$ cat src/rtl/fft_sample_buffer_if.sv
// Stream-in / frame-out bundle for fft_sample_buffer.
// The master side feeds samples and acks frames; the slave side is the buffer.
interface fft_sample_buffer_if #(
  parameter int unsigned N   = 32,
  parameter int unsigned MSB = 16
);
  logic             in_valid;
  logic [MSB-1:0]   in_data;
  logic             in_ready;
  logic             out_valid;
  logic [N*MSB-1:0] out_data;
  logic             out_ack;
  logic [7:0]       frame_cnt;

  modport master (
    output in_valid,
    output in_data,
    output out_ack,
    input  in_ready,
    input  out_valid,
    input  out_data,
    input  frame_cnt
  );

  modport slave (
    input  in_valid,
    input  in_data,
    input  out_ack,
    output in_ready,
    output out_valid,
    output out_data,
    output frame_cnt
  );
endinterface

$ cat src/rtl/fft_sample_buffer.sv
// Ping-pong sample buffer: fills one bank of N words serially while the other bank is
// presented in parallel to the FFT butterfly stage, with optional bit-reversed addressing.
module fft_sample_buffer #(
  parameter int unsigned N      = 32,
  parameter int unsigned MSB    = 16,
  parameter bit          BITREV = 1'b1
) (
  input  logic                 clk,
  input  logic                 rst,
  fft_sample_buffer_if.slave   bus
);

  localparam int unsigned AW = $clog2(N);
  localparam logic [AW-1:0] LastIdx = AW'(N - 1);

  localparam logic [1:0] StFill    = 2'd0;
  localparam logic [1:0] StPresent = 2'd1;
  localparam logic [1:0] StStall   = 2'd2;

  logic [1:0]      state_q, state_d;
  logic            wbank_q, wbank_d;
  logic [AW-1:0]   wcnt_q, wcnt_d;
  logic [7:0]      frame_cnt_q, frame_cnt_d;
  logic [MSB-1:0]  mem_q [2][N];

  logic             in_ready;
  logic             out_valid;
  logic             accept;
  logic             last;
  logic             ack;
  logic             swap;
  logic             rbank;
  logic [AW-1:0]    wslot;
  logic [N*MSB-1:0] out_data;

  function automatic logic [AW-1:0] bit_reverse(input logic [AW-1:0] a);
    logic [AW-1:0] r;
    for (int i = 0; i < int'(AW); i++) begin
      r[i] = a[AW-1-i];
    end
    return r;
  endfunction

  // Handshake outputs are pure state decodes so no path exists from in_valid/out_ack.
  assign in_ready  = (state_q != StStall);
  assign out_valid = (state_q != StFill);
  assign rbank     = ~wbank_q;

  assign accept = bus.in_valid && in_ready;
  assign last   = accept && (wcnt_q == LastIdx);
  assign ack    = bus.out_ack && out_valid;
  assign wslot  = BITREV ? bit_reverse(wcnt_q) : wcnt_q;

  always_comb begin
    state_d     = state_q;
    wbank_d     = wbank_q;
    wcnt_d      = wcnt_q;
    frame_cnt_d = frame_cnt_q;
    swap        = 1'b0;

    if (accept) begin
      wcnt_d = wcnt_q + AW'(1);
    end

    case (state_q)
      StFill: begin
        if (last) begin
          swap    = 1'b1;
          state_d = StPresent;
        end
      end
      StPresent: begin
        // A completed frame replaces the presented one only if it is released this cycle.
        if (last && ack) begin
          swap = 1'b1;
        end else if (last) begin
          state_d = StStall;
        end else if (ack) begin
          state_d = StFill;
        end
      end
      StStall: begin
        if (ack) begin
          swap    = 1'b1;
          state_d = StPresent;
        end
      end
      default: begin
        state_d = StFill;
      end
    endcase

    if (swap) begin
      wbank_d     = ~wbank_q;
      frame_cnt_d = frame_cnt_q + 8'd1;
    end
  end

  always_ff @(posedge clk or posedge rst) begin
    if (rst) begin
      state_q     <= StFill;
      wbank_q     <= 1'b0;
      wcnt_q      <= '0;
      frame_cnt_q <= '0;
    end else begin
      state_q     <= state_d;
      wbank_q     <= wbank_d;
      wcnt_q      <= wcnt_d;
      frame_cnt_q <= frame_cnt_d;
    end
  end

  // The last sample lands in the old write bank on the same edge that makes it the read bank.
  always_ff @(posedge clk or posedge rst) begin
    if (rst) begin
      for (int b = 0; b < 2; b++) begin
        for (int s = 0; s < int'(N); s++) begin
          mem_q[b][s] <= '0;
        end
      end
    end else if (accept) begin
      mem_q[wbank_q][wslot] <= bus.in_data;
    end
  end

  always_comb begin
    out_data = '0;
    for (int i = 0; i < int'(N); i++) begin
      out_data[i*MSB +: MSB] = mem_q[rbank][i];
    end
  end

  assign bus.in_ready  = in_ready;
  assign bus.out_valid = out_valid;
  assign bus.out_data  = out_data;
  assign bus.frame_cnt = frame_cnt_q;

endmodule
$ cat src/flat_wrapper.sv
// flat-port wrapper written by rule: the top's interface ports become plain ports
module fft_sample_buffer_flat 
#(
  parameter int unsigned N      = 32,
  parameter int unsigned MSB    = 16,
  parameter bit          BITREV = 1'b1
)
  (clk, rst, bus_in_valid, bus_in_data, bus_out_ack, bus_in_ready, bus_out_valid, bus_out_data, bus_frame_cnt);
  fft_sample_buffer_if #(.N(N), .MSB(MSB)) bus_i ();
  input  logic clk;
  input  logic rst;
  input wire logic [$bits(bus_i.in_valid)-1:0] bus_in_valid;
  input wire logic [$bits(bus_i.in_data)-1:0] bus_in_data;
  input wire logic [$bits(bus_i.out_ack)-1:0] bus_out_ack;
  output wire logic [$bits(bus_i.in_ready)-1:0] bus_in_ready;
  output wire logic [$bits(bus_i.out_valid)-1:0] bus_out_valid;
  output wire logic [$bits(bus_i.out_data)-1:0] bus_out_data;
  output wire logic [$bits(bus_i.frame_cnt)-1:0] bus_frame_cnt;
  assign bus_i.in_valid = bus_in_valid;
  assign bus_i.in_data = bus_in_data;
  assign bus_i.out_ack = bus_out_ack;
  assign bus_in_ready = bus_i.in_ready;
  assign bus_out_valid = bus_i.out_valid;
  assign bus_out_data = bus_i.out_data;
  assign bus_frame_cnt = bus_i.frame_cnt;
  fft_sample_buffer #(.N(N), .MSB(MSB), .BITREV(BITREV)) u_core (.clk(clk), .rst(rst), .bus(bus_i));
endmodule
$ cat config.mk
export PLATFORM = sky130hd
export DESIGN_NAME = fft_sample_buffer_flat
export DESIGN_NICKNAME = d
export VERILOG_FILES = /design/src/rtl/fft_sample_buffer_if.sv /design/src/rtl/fft_sample_buffer.sv /design/src/flat_wrapper.sv
export SDC_FILE = /design/constraint.sdc
export NUM_CORES = 2
export LEC_CHECK = 0
export ABC_CLOCK_PERIOD_IN_PS = 50300
export CAP_MARGIN = 20
export CORE_MARGIN = 2
export CORE_UTILIZATION = 43
export CTS_BUF_LIST = sky130_fd_sc_hd__clkbuf_4
export CTS_CLUSTER_DIAMETER = 50
export DETAILED_ROUTE_END_ITERATION = 12
export PLACE_DENSITY = 0.67
export SLEW_MARGIN = 20
export SYNTH_ARGS = -nofsm -noshare
export SYNTH_HDL_FRONTEND = slang
export SYNTH_SLANG_ARGS = --single-unit
$ cat constraint.sdc
create_clock -name clk -period 50.3 [get_ports clk]
set_input_delay 5.03 -clock clk [delete_from_list [all_inputs] [get_ports clk]]
set_output_delay 5.03 -clock clk [all_outputs]
set_load 0.1 [all_outputs]
==> summary.txt <==
Yosys
  • Syn Std Cell Area: 45990 sq um
  • Ys flop type: dfrtp_1
  • Post-synth EDFFs: 0
  • Yosys warns: 0
  • Post-synthesis register bit count: 1040
  • Distinct cells, synth: 36
  • Syn Nets: 2999
  • Synth Instances: 2971
  • Asr flop ratio synth: 100.0%
  • Avg Cell Area, Syn: 15.48 sq um
  • Register area share after synthesis: 56.59%

Clock tree
  • Hold buffer count at CTS: 0
  • CTS Buf Count: 298
  • Clock Sink Count: 1040
  • Post-CTS resize count: 0
  • CTS max path bufs: 4
  • Skew-Pair Late Insertion Delay: 1200 ps
  • CTS root buffer: clkbuf_4
  • CTS clk-pin slew, worst paths: 70 ps
  • CTS tree: done
  • Post-CTS setup buffer count: 0
  • H-Tree Depth: 5

Placement
  • Port-buffer cells: 541
  • Hpwl dp: 75210 microns
  • Gpl congestion: 0.7311

Power
  • Static Leakage: 27.42 nW
  • Worst vdd ir: 0.04172 mV
  • P per Cell Area: 58.95 nW/um^2

Route
  • Via Count: 27126
  • Final ANT Viol Nets: 0
  • Drt initial violations: 1288
  • # DRC: 0
  • DRT Pass-1 Iters: 4
  • Detailed Route WL: 124600 microns
  • WL per Instance: 24.00 microns
  • Detail-routed via count per cell: 5.226

Global route
  • Initial antenna violation count: 4
  • Largest net degree at the start of global routing: 172
  • Total global-route track usage: 22.66%
  • Total gr overflow: 0
  • Vias in the first global route: 28735
  • First-pass GRT wire length: 184900 microns

Hold path
  • HP Class: reg -> reg

STA
  • Period utilization: 20.92%
  • Max Clk Rate: 0.09503 GHz
  • WHS: 478.6 ps
  • Slew Limit Fails: 0
  • RSZ-0062 raised after global routing: no
  • Fin crit period: 10520 ps
  • Final Hold Vio Count: 0
  • Clk_skew: 124.9 ps
  • Setup TNS: 0 ps
  • Final Setup Violations: 0
  • Max-Slew Margin vs Limit: 21.88%
  • Worst-margin pin slew: 1168 ps

Die
  • Height of the chip: 331.0 microns
  • Ports: 542
  • Die width: 331.0 microns
  • Core Footprint: 105700 sq um
  • Initial core utilization: 43.51%
  • Die ar.: 109600 sq um
  • Rows: 119

Finish
  • Net count, final: 3621
  • Commonest cells after routing, fill and taps aside: 1530 x mux2_2, 1039 x dfrtp_1, 525 x clkdlybuf4s50_1, 436 x clkbuf_4, 42 x clkinv_1
  • Seq. cell area: 26030 sq um
  • Leading cell type in the layout, fill and taps excluded: mux2_2
  • Share of cells above drive strength 1: 55.23%
  • Fill cells: 9094
  • Synthesis-to-layout area growth: 21.18%
  • Multi-input gate area: 18670 sq um

Worst setup path
  • Max incr delay on CP: 1140 ps
  • Critical setup path kind: reg -> out
  • Worst Path Arrival: 5490 ps
  • Family with the most delay on the worst path: buffers and inverters
  • CP Cell Sequence: buf_12 -> buf_4 -> mux2_2 -> clkdlybuf4s50_1
  • CP endpoint kind: primary output
  • Crit-path max FO: 156
  • Startpoint Class: register
  • Critical Path Slowest Stage Cell: clkdlybuf4s50_1
  • WP data required: 45270 ps
  • Worst path buffer plus inverter count: 3

Outcome
  • Run status: completed

Run
  • MaxCap Viol Count: 0
[worst reg2reg max path: cells and delay by family, from the launching register on]
kind | cells | cell delay, ps
mux | 1 | 550
simple gates | 2 | 1890
flops | 1 | 1080
buf+inv | 1 | 700
[cells by family (layout without fill, tap and decap cells)]
logic type,after synthesis,in the layout,synth area share [%]
mux,1540,1540,37.70
flops,1040,1040,56.59
buf+inv,260,1077,2.878
simple gates,109,109,2.356
xor+xnor,10,10,0.1904
fa+ha+maj,8,8,0.2176
compound gates,4,4,0.06799
other cells,0,12,0
[layout make-up]
| cell class | instances | share of cell area, % |
|---|---|---|
| Multi-Input combinational cell | 1671 | 33.50 |
| Inverter | 7 | 0.06062 |
| Clock buffer | 436 | 5.873 |
| Tap cell | 1391 | 3.123 |
| Timing Repair Buffer | 575 | 10.13 |
| Sequential cell | 1040 | 46.70 |
| Clock inverter | 59 | 0.5613 |
| Antenna cell | 12 | 0.05388 |
[metal layers]
layer	share of wire, %	track usage [%]
met1	43	29.09
met2	47	35.87
met4	3.3	9.371
met5	0	0
met3	6.0	6.719
[cells in the mapped netlist (all sizes together), types with 2 or more instances]
cell,n,area share (%)
nand3,15,0.34
nor2b,5,0.068
ha,8,0.22
inv,7,0.057
nor2,33,1.3
nand3b,3,0.049
mux2,1539,38
or3,4,0.054
xor2,4,0.076
nor3b,5,0.082
nor3,2,0.022
xnor2,6,0.11
nand2,36,0.32
buf,96,1.5
clkbuf,157,1.3
dfrtp,1040,57
[registers in the layout, indices dropped and copies added, names as in the netlist]
register              cells
u_core.mem_q           1024
u_core.bus.frame_cnt      8
u_core.wbank_q            1
u_core.wcnt_q             5
u_core.state_q            2
[final timing paths]
path	start	endpoint	slack, ps	cells past startpoint
max in group asynchronous	rst	u_core.mem_q[469]$_DFFE_PP0P_	41820	6
setup reg to reg	u_core.wbank_q$_DFFE_PP0P_	u_core.mem_q[469]$_DFFE_PP0P_	45890	4
hold / removal	u_core.bus.frame_cnt[7]$_DFFE_PP0P_	u_core.bus.frame_cnt[7]$_DFFE_PP0P_	480	1
hold reg to reg	u_core.bus.frame_cnt[7]$_DFFE_PP0P_	u_core.bus.frame_cnt[7]$_DFFE_PP0P_	480	1
min in group asynchronous	rst	u_core.mem_q[877]$_DFFE_PP0P_	4460	2
setup / recovery	u_core.wbank_q$_DFFE_PP0P_	bus_out_data[416]	39780	4
[where the power goes]
| part | switching (mW) | total (mW) | internal (mW) | leakage [nW] |
|---|---|---|---|---|
| Sequential | 0.113 | 1.17 | 1.06 | 14.0 |
| Clock | 0.347 | 0.756 | 0.410 | 2.17 |
| Combinational | 0.938 | 1.36 | 0.422 | 11.2 |
| Total | 1.40 | 3.29 | 1.89 | 27.4 |
[stage by stage]
stage	cell area (sq um)	power (mW)	worst slack, ps	util (%)	cells
final	55730	3.285	39780	52.72	5191
after global routing	55720	3.434	39460	52.71	5187
after CTS	55700	3.321	39640	52.69	5179
after detailed placement	52110	2.548	40630	49.30	4684
after global placement	52110	2.532	40600	49.29	4684
after floorplan	45990	2.245	16000	-	2971
Power figures use the tool's default switching activity.
